===== config.mk =====
export PLATFORM = sky130hd
export DESIGN_NAME = data_mem_responder
export DESIGN_NICKNAME = d
export VERILOG_FILES = /design/src/rtl/data_mem_responder.sv
export SDC_FILE = /design/constraint.sdc
export NUM_CORES = 2
export LEC_CHECK = 0
export BUFFER_PORTS_ARGS = -buffer_cell sky130_fd_sc_hd__buf_2
export CORE_UTILIZATION = 50
export DETAILED_ROUTE_END_ITERATION = 6
export PLACE_DENSITY = 0.73
export SETUP_SLACK_MARGIN = 0.02
export SYNTH_ARGS = -nofsm -noshare
export SYNTH_HDL_FRONTEND = slang
export SYNTH_SLANG_ARGS = --single-unit

===== constraint.sdc =====
create_clock -name clk -period 9.3 [get_ports clk]
set_input_delay 1.86 -clock clk [delete_from_list [all_inputs] [get_ports clk]]
set_output_delay 1.86 -clock clk [all_outputs]
set_load 0.05 [all_outputs]

===== src/rtl/data_mem_responder.sv =====
// data_mem_responder
//   Multi-cycle word data memory on the responder side of a valid/ready
//   load/store interface. One request is accepted at a time from IDLE, held
//   in BUSY for LATENCY edges, then the access is done and the response is
//   presented in RESP until the requester takes it.
//
// Ports
//   clk, rst_n            : clock, asynchronous active-low reset
//   req_valid / req_ready : request handshake (ready only in IDLE)
//   req_wr                : 1 = store, 0 = load
//   req_addr              : byte address, word index = req_addr[ADDR_WIDTH:1]
//   req_data              : store data
//   resp_valid/resp_ready : response handshake (valid only in RESP)
//   resp_data             : load data, or the stored data for a store
//   resp_err              : misaligned request, no access performed
module data_mem_responder #(
  parameter int ADDR_WIDTH = 8,
  parameter int LATENCY    = 4
) (
  input  logic        clk,
  input  logic        rst_n,
  input  logic        req_valid,
  output logic        req_ready,
  input  logic        req_wr,
  input  logic [15:0] req_addr,
  input  logic [15:0] req_data,
  output logic        resp_valid,
  input  logic        resp_ready,
  output logic [15:0] resp_data,
  output logic        resp_err
);

  generate
    if (LATENCY < 1 || LATENCY > 15) begin : g_bad_latency
      $error("data_mem_responder: LATENCY must be 1..15");
    end
  endgenerate

  localparam logic [3:0] CNT_INIT = 4'(LATENCY - 1);
  localparam int         DEPTH    = 1 << ADDR_WIDTH;

  typedef enum logic [1:0] {S_IDLE, S_BUSY, S_RESP} state_t;

  state_t state, state_nxt;
  logic [3:0] cnt, cnt_nxt;

  // Latched request; only the word index and the alignment bit matter, the
  // upper address bits alias away.
  logic                  lat_wr;
  logic                  lat_odd;
  logic [ADDR_WIDTH-1:0] lat_idx;
  logic [15:0]           lat_data;

  logic [15:0] mem [DEPTH];

  logic accept, done, mem_we;
  logic unused_addr;

  assign unused_addr = ^req_addr;

  assign req_ready  = (state == S_IDLE);
  assign resp_valid = (state == S_RESP);

  assign accept = req_valid && (state == S_IDLE);
  assign done   = (state == S_BUSY) && (cnt == 4'd0);
  // Gated by state, so an async reset during BUSY kills the pending store.
  assign mem_we = done && lat_wr && !lat_odd;

  always_comb begin
    state_nxt = state;
    cnt_nxt   = cnt;
    case (state)
      S_IDLE: if (req_valid) begin
        state_nxt = S_BUSY;
        cnt_nxt   = CNT_INIT;
      end
      S_BUSY: if (cnt != 4'd0) cnt_nxt = cnt - 4'd1;
              else             state_nxt = S_RESP;
      S_RESP: if (resp_ready) state_nxt = S_IDLE;
      default: state_nxt = S_IDLE;
    endcase
  end

  always_ff @(posedge clk or negedge rst_n) begin
    if (!rst_n) begin
      state     <= S_IDLE;
      cnt       <= 4'd0;
      lat_wr    <= 1'b0;
      lat_odd   <= 1'b0;
      lat_idx   <= '0;
      lat_data  <= 16'h0000;
      resp_data <= 16'h0000;
      resp_err  <= 1'b0;
    end else begin
      state <= state_nxt;
      cnt   <= cnt_nxt;
      if (accept) begin
        lat_wr   <= req_wr;
        lat_odd  <= req_addr[0];
        lat_idx  <= req_addr[ADDR_WIDTH:1];
        lat_data <= req_data;
      end
      if (done) begin
        if (lat_odd) begin
          resp_err  <= 1'b1;
          resp_data <= 16'h0000;
        end else begin
          resp_err  <= 1'b0;
          // Load returns the pre-edge contents.
          resp_data <= lat_wr ? lat_data : mem[lat_idx];
        end
      end
    end
  end

  // Storage is deliberately not reset; contents survive rst_n.
  always_ff @(posedge clk) begin
    if (mem_we) mem[lat_idx] <= lat_data;
  end

endmodule


==> results.md <==
* Most frequent cell after synthesis: edfxtp_1
* Max frequency at 0.1866 GHz
* IO buf count at 48
* Initial Utilization at 50.28%
* Detail Placement HPWL at 215.5 mm
* First-pass GRT wire length at 554.7 mm
* Final hold violations at 0
* Syn Area/Cell at 22.95 um^2
* Boundary pin count at 56
* Clock buffer depth at 4
* Mapped Cells at 6838
* Startpoint Class: flip-flop
* LEAKAGE at 54.12 nW
* Period Utilization, post-route at 57.62%
* Final WL at 389.9 mm
* First-pass DRT Iterations at 5
* Fin worst setup slack at 3.941 ns
* Maxcap violations at 0
* Post-synth EDFFs at 4096
* P per Cell Area at 316.9 nW/um^2
* Mapped Nets at 6876
* Setup Viol. Count Final at 0
* Endpoint class of the critical path: flip-flop
* Crit path cell chain: buf_4 -> buf_12 -> mux4_2 -> a22oi_1 -> a21oi_1 -> o41ai_2 -> and4_1 -> o21ai_1
* Synth Warn # at 0
* NumNets Final at 7245
* Drt wl/cell at 33.39 um
* Main synth FF type: edfxtp_1
* Min Tclk post-route at 5.359 ns
* Antenna Violating Nets Remaining at 0
* Cell Rows at 205
* H-tree depth at 5
* Die ar. at 316200 um^2
* Combinational group share of total power at 27.7%
* Core area at 312200 um^2
* # fillers at 21671
* CTS root buf: clkbuf_16
* Die Ht at 562.3 um
* Synth top area share at 78.36%
* Fin Hold WS at 0.5171 ns
* # clock sinks at 4145
* Congestion Overflow GR at 0
* Top cells by count, synth: edfxtp_1 (4096), mux4_2 (1040), a22oi_1 (485), nor2_1 (272), a21oi_1 (257)
* CP Max Fanout at 95
* Flop pwr share at 43.9%
* Area of the mapped netlist at 157000 um^2
* Setup Total Neg Slack at 0 ns
* Initial antenna violation count at 29
* Largest net degree at the start of global routing at 186
* Largest cells by area after synthesis: edfxtp_1 (78%), mux4_2 (15%), a22oi_1 (2.3%)
* Clock power frac at 28.4%
* Skew-Pair Late Insertion Delay at 0.93 ns
* Switch Pwr at 0.01792 W
* Die width at 562.3 um
* Post-layout util at 56.54%
* Iter 0 DRT Violations at 11067
* CTS tree: built
* Worst Path Required at 10.08 ns
* Post-cts sizing count at 0
* Slowest-stage cell, CP: dfrtp_4
* P_int at 0.03801 W
* CTS buffer count at 394
* Vias per cell at 6.516
* Finished Layout Cells at 11677
* RSZ-0062 raised after global routing: no
* Critical path arrival at 6.14 ns
* Status: finished, final reports clean
* Worst-margin pin slew at 1.405 ns
* Layout area overhead at 12.45%
* Slew margin rel. at 5.125%
* Drt drc at 0
* Switching part of the total at 32.05%
* Max-slew violation count at 0
* Vias in the first global route at 75790
* Via Count at 76089
* Seq/Total Area, Yosys at 79.14%
* Hold Crit Class: flip-flop to flip-flop
* GPL Wtd Cong at 0.8496
* Tot GR Track Use at 24.53%
* Clk slew on worst S/H paths at 0.07 ns
* Kind of critical path: flip-flop to flip-flop
* Worst VDD drop at 0.3057 mV
* Yosys top cell by area: edfxtp_1
* Layout cells sized above 1 at 28.50%
* Crit-path max cell delay at 1.00 ns
* Clock skew at 0.05286 ns
* Post-synth ARST share at 1.182%
* Hold buffers post-CTS at 0
* Setup bufs post-CTS at 0
* Placed Cells at 10951
* Synth cell types at 35
* Synthesized flop and latch total at 4145
* Pre-CTS setup slack at 3.943 ns
stage by stage:
step / area (um^2) / power [W]
after floorplan: 157000 / 0.03450
after global placement: 163800 / 0.03977
after detailed placement: 163800 / 0.04023
after CTS: 176500 / 0.05594
after global routing: 176500 / 0.05735
final: 176500 / 0.05593
per-layer routing:
metal / track usage, % / routed length (um)
met5: 0 / 171
met4: 10.46 / 18170
met3: 5.318 / 44100
met2: 38.07 / 184700
met1: 34.00 / 142700
state kept, by name, summed over array words and instances (netlist names):
register,flops
mem,4096
lat_data,16
resp_data,16
lat_idx,8
cnt,4
state,2
lat_odd,1
lat_wr,1
resp_err,1
path summary, 6_finish.rpt:
path	to	cells after the start	slack (ns)	startpoint
worst max-delay path	resp_data[13]	8	3.94	lat_idx[0]
worst min-delay path	cnt[0]	1	0.52	cnt[0]
worst max register to register	resp_data[13]	8	3.94	lat_idx[0]
worst min register to register	cnt[0]	1	0.52	cnt[0]
max in group asynchronous	lat_idx[0]	2	7.56	rst_n
min in group asynchronous	lat_data[5]	2	1.10	rst_n
placed cells by master, fill, tap and decap left out, types with 3 or more instances in the layout:
cell and n:
edfxtp_1 4096, mux4_2 1040, a22oi_1 485, clkbuf_16 401, buf_4 322, a21oi_1 257, nor2_1 210, clkinv_2 85
clkbuf_1 72, clkinv_1 71, nor2_2 61, o41ai_1 52, buf_2 48, bufinv_16 42, dfrtp_1 29, nand2_1 28
mux2_2 26, buf_12 21, dfrtp_4 18, and4_1 15, o21ai_1 15, and3_1 15, nand2_2 14, inv_6 14
clkinvlp_4 14, diode_2 12, o41ai_2 8, nor2b_1 7, clkinv_4 7, inv_1 4, nand3_2 4, clkbuf_8 4
nand2b_1 3, o21ai_0 3
kinds of logic after synthesis:
logic type | count (synthesis) | synth area share, %
flops | 4145 | 79.14
simple gates | 377 | 1.021
xor+xnor | 2 | 0.01116
fa+ha+maj | 1 | 0.007970
mux | 1067 | 15.12
compound gates | 824 | 3.550
buf+inv | 422 | 1.153
worst max-delay path, delay by kind of cell (launching register included):
kind                   cells  cell delay, ns
AO/OA/AOI/OAI              4            1.77
buffers and inverters      2            1.28
flip-flops                 1            1.00
multiplexers               1            0.60
AND/OR/NAND/NOR            1            0.34
power groups by stage:
| stage | clock network [W] | logic, W | registers (W) |
|---|---|---|---|
| after detailed placement | 0 | 0.0153 | 0.0249 |
| after floorplan | 0 | 0.00859 | 0.0259 |
| after global placement | 0 | 0.0149 | 0.0249 |
| final | 0.0159 | 0.0155 | 0.0246 |
| after CTS | 0.0160 | 0.0154 | 0.0245 |
| after global routing | 0.0167 | 0.0160 | 0.0246 |
layout make-up:
| type | count | area [um^2] | area share [%] |
|---|---|---|---|
| sequential | 4145 | 124300 | 70.42 |
| multi-input combinational | 2271 | 31240 | 17.70 |
| clock buffer | 477 | 10360 | 5.869 |
| tap | 4140 | 5180 | 2.935 |
| timing repair buffer | 391 | 3078 | 1.744 |
| clock inverter | 237 | 2315 | 1.311 |
| antenna | 12 | 30.03 | 0.01701 |
| inverter | 4 | 15.01 | 0.008506 |
Power figures use the tool's default switching activity.
